$ cat src/rtl/spi_slave_ctrl.sv
// rtl/spi_slave_ctrl.sv - SPI-style serial front end feeding RAM command words and returning read data
//
// Frames arrive MSB first on MOSI, one bit per rising clk edge while SS_n is low:
// one command bit followed by PAY_W payload bits. The payload is handed to the
// RAM unmodified on rx_data with a one-cycle rx_valid strobe. A read-data frame
// additionally waits for the RAM's tx_valid, then shifts tx_data out on MISO.
//
// Ports:
//   clk       in   1        system clock, also the serial bit clock
//   rst_n     in   1        asynchronous active-low reset
//   SS_n      in   1        slave select, active low, frames a transaction
//   MOSI      in   1        serial data in, MSB first
//   MISO      out  1        serial data out, MSB first, 0 when not serialising
//   rx_data   out  PAY_W    command word to RAM din ({op[1:0], byte[7:0]})
//   rx_valid  out  1        one-cycle strobe, rx_data valid
//   tx_data   in   DATA_W   read data from RAM dout
//   tx_valid  in   1        RAM read data valid

module spi_slave_ctrl #(
    parameter int PAY_W  = 10,
    parameter int DATA_W = 8
) (
    input  logic              clk,
    input  logic              rst_n,
    input  logic              SS_n,
    input  logic              MOSI,
    output logic              MISO,
    output logic [PAY_W-1:0]  rx_data,
    output logic              rx_valid,
    input  logic [DATA_W-1:0] tx_data,
    input  logic              tx_valid
);

    localparam int CNT_W = $clog2(PAY_W + 1);
    localparam int TXC_W = $clog2(DATA_W + 1);

    localparam logic [CNT_W-1:0] CNT_FULL = CNT_W'(PAY_W);
    localparam logic [CNT_W-1:0] CNT_LAST = CNT_W'(PAY_W - 1);
    localparam logic [CNT_W-1:0] CNT_ONE  = CNT_W'(1);
    localparam logic [TXC_W-1:0] TXL_INIT = TXC_W'(DATA_W - 1);
    localparam logic [TXC_W-1:0] TXL_ONE  = TXC_W'(1);

    typedef enum logic [2:0] {
        IDLE      = 3'd0,
        CHK_CMD   = 3'd1,
        WRITE     = 3'd2,
        READ_ADD  = 3'd3,
        READ_DATA = 3'd4
    } state_t;

    state_t              state_q,        state_d;
    logic [CNT_W-1:0]    bit_cnt_q,      bit_cnt_d;
    logic [PAY_W-1:0]    rx_shift_q,     rx_shift_d;
    logic [PAY_W-1:0]    rx_data_q,      rx_data_d;
    logic                rx_valid_q,     rx_valid_d;
    logic                rd_addr_done_q, rd_addr_done_d;
    logic                miso_q,         miso_d;
    logic [DATA_W-1:0]   tx_shift_q,     tx_shift_d;
    logic [TXC_W-1:0]    tx_left_q,      tx_left_d;
    logic                tx_active_q,    tx_active_d;
    logic                tx_done_q,      tx_done_d;

    // Shift register contents including the bit sampled on this edge.
    logic [PAY_W-1:0]    rx_shifted;
    logic                payload_open;

    assign rx_shifted   = {rx_shift_q[PAY_W-2:0], MOSI};
    // Counter saturates at PAY_W; once full, extra bits in the frame are dropped.
    assign payload_open = (bit_cnt_q != CNT_FULL);

    always_comb begin
        state_d        = state_q;
        bit_cnt_d      = bit_cnt_q;
        rx_shift_d     = rx_shift_q;
        rx_data_d      = rx_data_q;
        rx_valid_d     = 1'b0;
        rd_addr_done_d = rd_addr_done_q;
        miso_d         = miso_q;
        tx_shift_d     = tx_shift_q;
        tx_left_d      = tx_left_q;
        tx_active_d    = tx_active_q;
        tx_done_d      = tx_done_q;

        if (SS_n) begin
            // Deselect aborts whatever is in flight; rd_addr_done survives so a
            // read address already delivered still pairs with the next read-data frame.
            state_d     = IDLE;
            bit_cnt_d   = '0;
            rx_shift_d  = '0;
            miso_d      = 1'b0;
            tx_shift_d  = '0;
            tx_left_d   = '0;
            tx_active_d = 1'b0;
            tx_done_d   = 1'b0;
        end else begin
            case (state_q)
                IDLE: begin
                    state_d   = CHK_CMD;
                    bit_cnt_d = '0;
                end

                CHK_CMD: begin
                    bit_cnt_d  = '0;
                    rx_shift_d = '0;
                    if (!MOSI) begin
                        state_d = WRITE;
                    end else if (!rd_addr_done_q) begin
                        state_d = READ_ADD;
                    end else begin
                        state_d = READ_DATA;
                    end
                end

                WRITE, READ_ADD, READ_DATA: begin
                    if (payload_open) begin
                        rx_shift_d = rx_shifted;
                        bit_cnt_d  = bit_cnt_q + CNT_ONE;
                        if (bit_cnt_q == CNT_LAST) begin
                            rx_data_d  = rx_shifted;
                            rx_valid_d = 1'b1;
                            if (state_q == READ_ADD) begin
                                rd_addr_done_d = 1'b1;
                            end
                        end
                    end else if (state_q == READ_DATA) begin
                        if (tx_active_q) begin
                            // tx_left counts bits still queued behind the one on MISO.
                            if (tx_left_q != '0) begin
                                miso_d     = tx_shift_q[DATA_W-1];
                                tx_shift_d = {tx_shift_q[DATA_W-2:0], 1'b0};
                                tx_left_d  = tx_left_q - TXL_ONE;
                            end else begin
                                miso_d         = 1'b0;
                                tx_active_d    = 1'b0;
                                tx_done_d      = 1'b1;
                                rd_addr_done_d = 1'b0;
                            end
                        end else if (!tx_done_q && tx_valid) begin
                            // MSB goes straight to MISO so it appears the cycle after tx_valid.
                            miso_d      = tx_data[DATA_W-1];
                            tx_shift_d  = {tx_data[DATA_W-2:0], 1'b0};
                            tx_left_d   = TXL_INIT;
                            tx_active_d = 1'b1;
                        end
                    end
                end

                default: begin
                    state_d = IDLE;
                end
            endcase
        end
    end

    always_ff @(posedge clk or negedge rst_n) begin
        if (!rst_n) begin
            state_q        <= IDLE;
            bit_cnt_q      <= '0;
            rx_shift_q     <= '0;
            rx_data_q      <= '0;
            rx_valid_q     <= 1'b0;
            rd_addr_done_q <= 1'b0;
            miso_q         <= 1'b0;
            tx_shift_q     <= '0;
            tx_left_q      <= '0;
            tx_active_q    <= 1'b0;
            tx_done_q      <= 1'b0;
        end else begin
            state_q        <= state_d;
            bit_cnt_q      <= bit_cnt_d;
            rx_shift_q     <= rx_shift_d;
            rx_data_q      <= rx_data_d;
            rx_valid_q     <= rx_valid_d;
            rd_addr_done_q <= rd_addr_done_d;
            miso_q         <= miso_d;
            tx_shift_q     <= tx_shift_d;
            tx_left_q      <= tx_left_d;
            tx_active_q    <= tx_active_d;
            tx_done_q      <= tx_done_d;
        end
    end

    assign MISO     = miso_q;
    assign rx_data  = rx_data_q;
    assign rx_valid = rx_valid_q;

endmodule
$ cat config.mk
export PLATFORM = sky130hd
export DESIGN_NAME = spi_slave_ctrl
export DESIGN_NICKNAME = d
export VERILOG_FILES = /design/src/rtl/spi_slave_ctrl.sv
export SDC_FILE = /design/constraint.sdc
export NUM_CORES = 1
export LEC_CHECK = 0
export ABC_AREA = 1
export BUFFER_PORTS_ARGS = -buffer_cell sky130_fd_sc_hd__clkbuf_2
export CAP_MARGIN = 5
export CORE_MARGIN = 2
export CORE_UTILIZATION = 60
export DETAILED_ROUTE_END_ITERATION = 7
export PLACE_DENSITY = 0.89
export SKIP_CTS_REPAIR_TIMING = 1
export SLEW_MARGIN = 5
export SYNTH_ARGS = -nofsm -noshare
export SYNTH_HDL_FRONTEND = slang
export SYNTH_SLANG_ARGS = --single-unit
export TNS_END_PERCENT = 100
$ cat constraint.sdc
create_clock -name clk -period 2.25 [get_ports clk]
set_input_delay 0.1125 -clock clk [delete_from_list [all_inputs] [get_ports clk]]
set_output_delay 0.1125 -clock clk [all_outputs]
set_load 0.01 [all_outputs]
==> metrics.log <==
INFO  metric cp.required = 2.54 ns
INFO  metric finClkSkew = about 0.0066 ns
INFO  metric die-area = a little over 0.004 mm2
INFO  metric slowest_delay = 0.45 ns
INFO  metric critPathCaptureType = flop
INFO  metric status = finished clean
INFO  metric grt.met2_usage = between 40% and 50%
INFO  metric antenna_cells = 0
INFO  metric final_critical_path_setup_slack = 0.4765 ns
INFO  metric grt_most_used_layer = met2
INFO  metric timing.final.setup_violations = 0
INFO  metric clk_transition_reported_paths = around 0.12 ns
INFO  metric avgRoutedWirePerCell = 13.17 um
INFO  metric mappedNetlistArea = between 0.002 and 0.0025 mm2
INFO  metric floorplan.rows = 21
INFO  metric post_synth_inst_count = between 200 and 300
INFO  metric place_inst = 339
INFO  metric global_route_met1_usage = 31.01%
INFO  metric place_congestion = around 0.88
INFO  metric drc_viols = 0
INFO  metric synth_nets = around 290
INFO  metric first_pass_iters = 4
INFO  metric synth.lib_cells_used.distinct = 25
INFO  metric cts_root_cell = sky130_fd_sc_hd__clkbuf_4
INFO  metric crit_path_cell_trace = inv_1 > ha_1 > nand3_1 > nand2_1 > nand2_1 > nor2_2 > nand3_1 > nand2_1
INFO  metric critical_path_class = flop to flop
INFO  metric boundaryPins = 25
INFO  metric final_layout_size_suffix_gt1_share = 16.23%
INFO  metric die_height = between 60 and 70 um
INFO  metric critical_path_peak_fanout = 11
INFO  metric layout_common_cells = 106 x sky130_fd_sc_hd__nand2_1, 42 x sky130_fd_sc_hd__dfrtp_1, 40 x sky130_fd_sc_hd__nand3_1
INFO  metric synth.ff_latch_count = 42
INFO  metric grt_start_max_net_pins = 43
INFO  metric grt_pass1_wl = between 7 and 8 mm
INFO  metric min_period = about 1.8 ns
INFO  metric clock_insertion_delay_worst_skew = about 0.35 ns
INFO  metric grt_setup_unrepaired = no
INFO  metric tightestPinTransition = approximately 0.52 ns
INFO  metric leakage = 1.341 nW
INFO  metric peakVddDrop = ~570 uV
INFO  metric initial_utilization = ~64%
INFO  metric cp_data_arrival_time = about 2.1 ns
INFO  metric detailedPlacementHpwl = ~3.2 mm
INFO  metric yosysSeqAreaShare = between 40% and 50%
INFO  metric power_per_standard_cell_area = between 600 and 700 mW/mm2
INFO  metric crit_path_frequent_cell = sky130_fd_sc_hd__nand2_1
INFO  metric gr-usage-met3 = slightly below 5%
INFO  metric routed_wl = 4.583 mm
INFO  metric fin_cells = between 300 and 400
INFO  metric post_drt_via_cell_ratio = between 5 and 6
INFO  metric layout_net_count = between 300 and 400
INFO  metric yosysWarningCount = 0
INFO  metric antenna_left = 0
INFO  metric fmaxAchievable = ~560 MHz
INFO  metric tritoncts = yes
INFO  metric setup_tns = 0 ns
INFO  metric worst_path_slowest_cell = sky130_fd_sc_hd__dfrtp_1
INFO  metric synthesis.area_per_instance = approximately 7.8 um2
INFO  metric clock-sinks = 42
INFO  metric drv.max_cap_violation_count = 0
INFO  metric detailedRoute.firstIterationViolations = roughly 150
INFO  metric timing.max_slew.rel_slack = between 60% and 70%
INFO  metric final-max-slew-violation-count = 0
INFO  metric ctsLongestPathBuffers = 2
INFO  metric dp_slack = 0.4990 ns
INFO  metric grt.total_usage = approximately a quarter
INFO  metric port_buffers = 24
INFO  metric chip_width = around 64 um
INFO  metric grt.overflow.total = 0
INFO  metric commonest_non_fill_non_tap_cell_in_the_layout = sky130_fd_sc_hd__nand2_1
INFO  metric signed_area_change_from_the_synthesized_netlist_to_the_final_layout = 9.821%
INFO  metric start_kind = flop
INFO  metric via_count_of_the_first_global_routing_pass = 1832
INFO  metric antenna_found_initial = 0
INFO  metric vias = between 1500 and 2000
INFO  metric floorplan.core_area = approximately 0.0034 mm2
INFO  metric htreeDepth = 2
INFO  metric cts_buf_count = 5
INFO  metric worstHoldPathType = primary input to flop
INFO  metric fin_crit_sh = between 70% and 80%
INFO  metric final-hold-violation-count = 0
[worst max-delay path, delay by kind of cell, from the launching register on]
family        cells  cell delay (ns)
flops             1             0.45
fa+ha+maj         1             0.20
buf+inv           1             0.11
simple gates      6             0.95
[cell type report]
| cell class | instances | area (um2) |
|---|---|---|
| sequential | 42 | 1051 |
| fill | 250 | 1011 |
| multi-input combinational | 202 | 955.9 |
| timing repair buffer | 28 | 152.6 |
| inverter | 22 | 82.58 |
| tap | 46 | 57.56 |
| clock buffer | 6 | 41.29 |
| clock inverter | 2 | 37.54 |
[registers in the layout (all words and copies together) (netlist names)]
| signal | count |
|---|---|
| bit_cnt_q | 4 |
| rd_addr_done_q | 1 |
| rx_shift_q | 9 |
| rx_valid | 1 |
| rx_data | 10 |
| tx_done_q | 1 |
| tx_left_q | 4 |
| tx_shift_q | 7 |
| tx_active_q | 1 |
| MISO | 1 |
| state_q | 3 |
[synthesized netlist by cell type (all sizes together)]
cell / number / share of area [%]
a21oi: 6 / 1.4
a31oi: 1 / 0.29
buf: 9 / 3.2
clkbuf: 2 / 0.35
dfrtp: 42 / 49
ha: 4 / 2.3
inv: 22 / 3.8
nand2: 111 / 20
nand3: 40 / 9.2
nand4: 13 / 4.0
nor2: 17 / 4.0
nor3: 1 / 0.23
o21ai: 6 / 1.6
o22ai: 1 / 0.29
or2: 1 / 0.29
xor2: 1 / 0.40
[worst paths after layout]
path                       slack, ns  cells past startpoint                      from                        end
setup / recovery                0.48                      8  bit_cnt_q[0]$_DFFE_PN0P_  tx_shift_q[2]$_DFFE_PN0P_
hold / removal                  0.08                      5                tx_data[0]  tx_shift_q[1]$_DFFE_PN0P_
setup reg to reg                0.48                      8  bit_cnt_q[0]$_DFFE_PN0P_  tx_shift_q[2]$_DFFE_PN0P_
hold reg to reg                 0.49                      2    rx_data[3]$_DFFE_PN0P_     rx_data[3]$_DFFE_PN0P_
max in group asynchronous       1.54                      3                     rst_n   bit_cnt_q[1]$_DFFE_PN0P_
min in group asynchronous       0.35                      3                     rst_n     state_q[0]$_DFFE_PN0P_
[power by group]
part / switching (mW) / leakage, nW / internal, mW / total [mW]
registers: 0.0490 / 0.568 / 0.813 / 0.862
logic: 0.215 / 0.735 / 0.0956 / 0.311
clock network: 0.243 / 0.0385 / 0.234 / 0.478
total: 0.508 / 1.34 / 1.14 / 1.65
[metrics by stage]
stage	hold WS [ns]	area, um2	power, mW	utilization (%)
after floorplan	-0.1831	2166	1.108	-
after global placement	0.2048	2290	1.174	67.55
after detailed placement	0.2110	2290	1.183	67.55
after CTS	-0.1774	2369	1.657	69.88
after global routing	0.08247	2379	1.745	70.17
final	0.07830	2379	1.651	70.17
[cells by family (layout without fill, tap and decap cells)]
| logic type | Yosys count | after routing | share of synthesized area (%) |
|---|---|---|---|
| AOI/OAI and AO/OA | 14 | 14 | 3.524 |
| buffers and inverters | 33 | 58 | 7.337 |
| and+or+nand+nor | 183 | 183 | 37.90 |
| adders and majority gates | 4 | 4 | 2.311 |
| DFF | 42 | 42 | 48.53 |
| xor gates and xnor gates | 1 | 1 | 0.4045 |
[per-layer routing]
metal  vias up  part of all wire (%)
met4         0                   1.4
met3        10                   6.8
met2        66                    49
met5         -                     0
met1       888                    43
li1        939                     -
(Power assumes the default switching activity.)
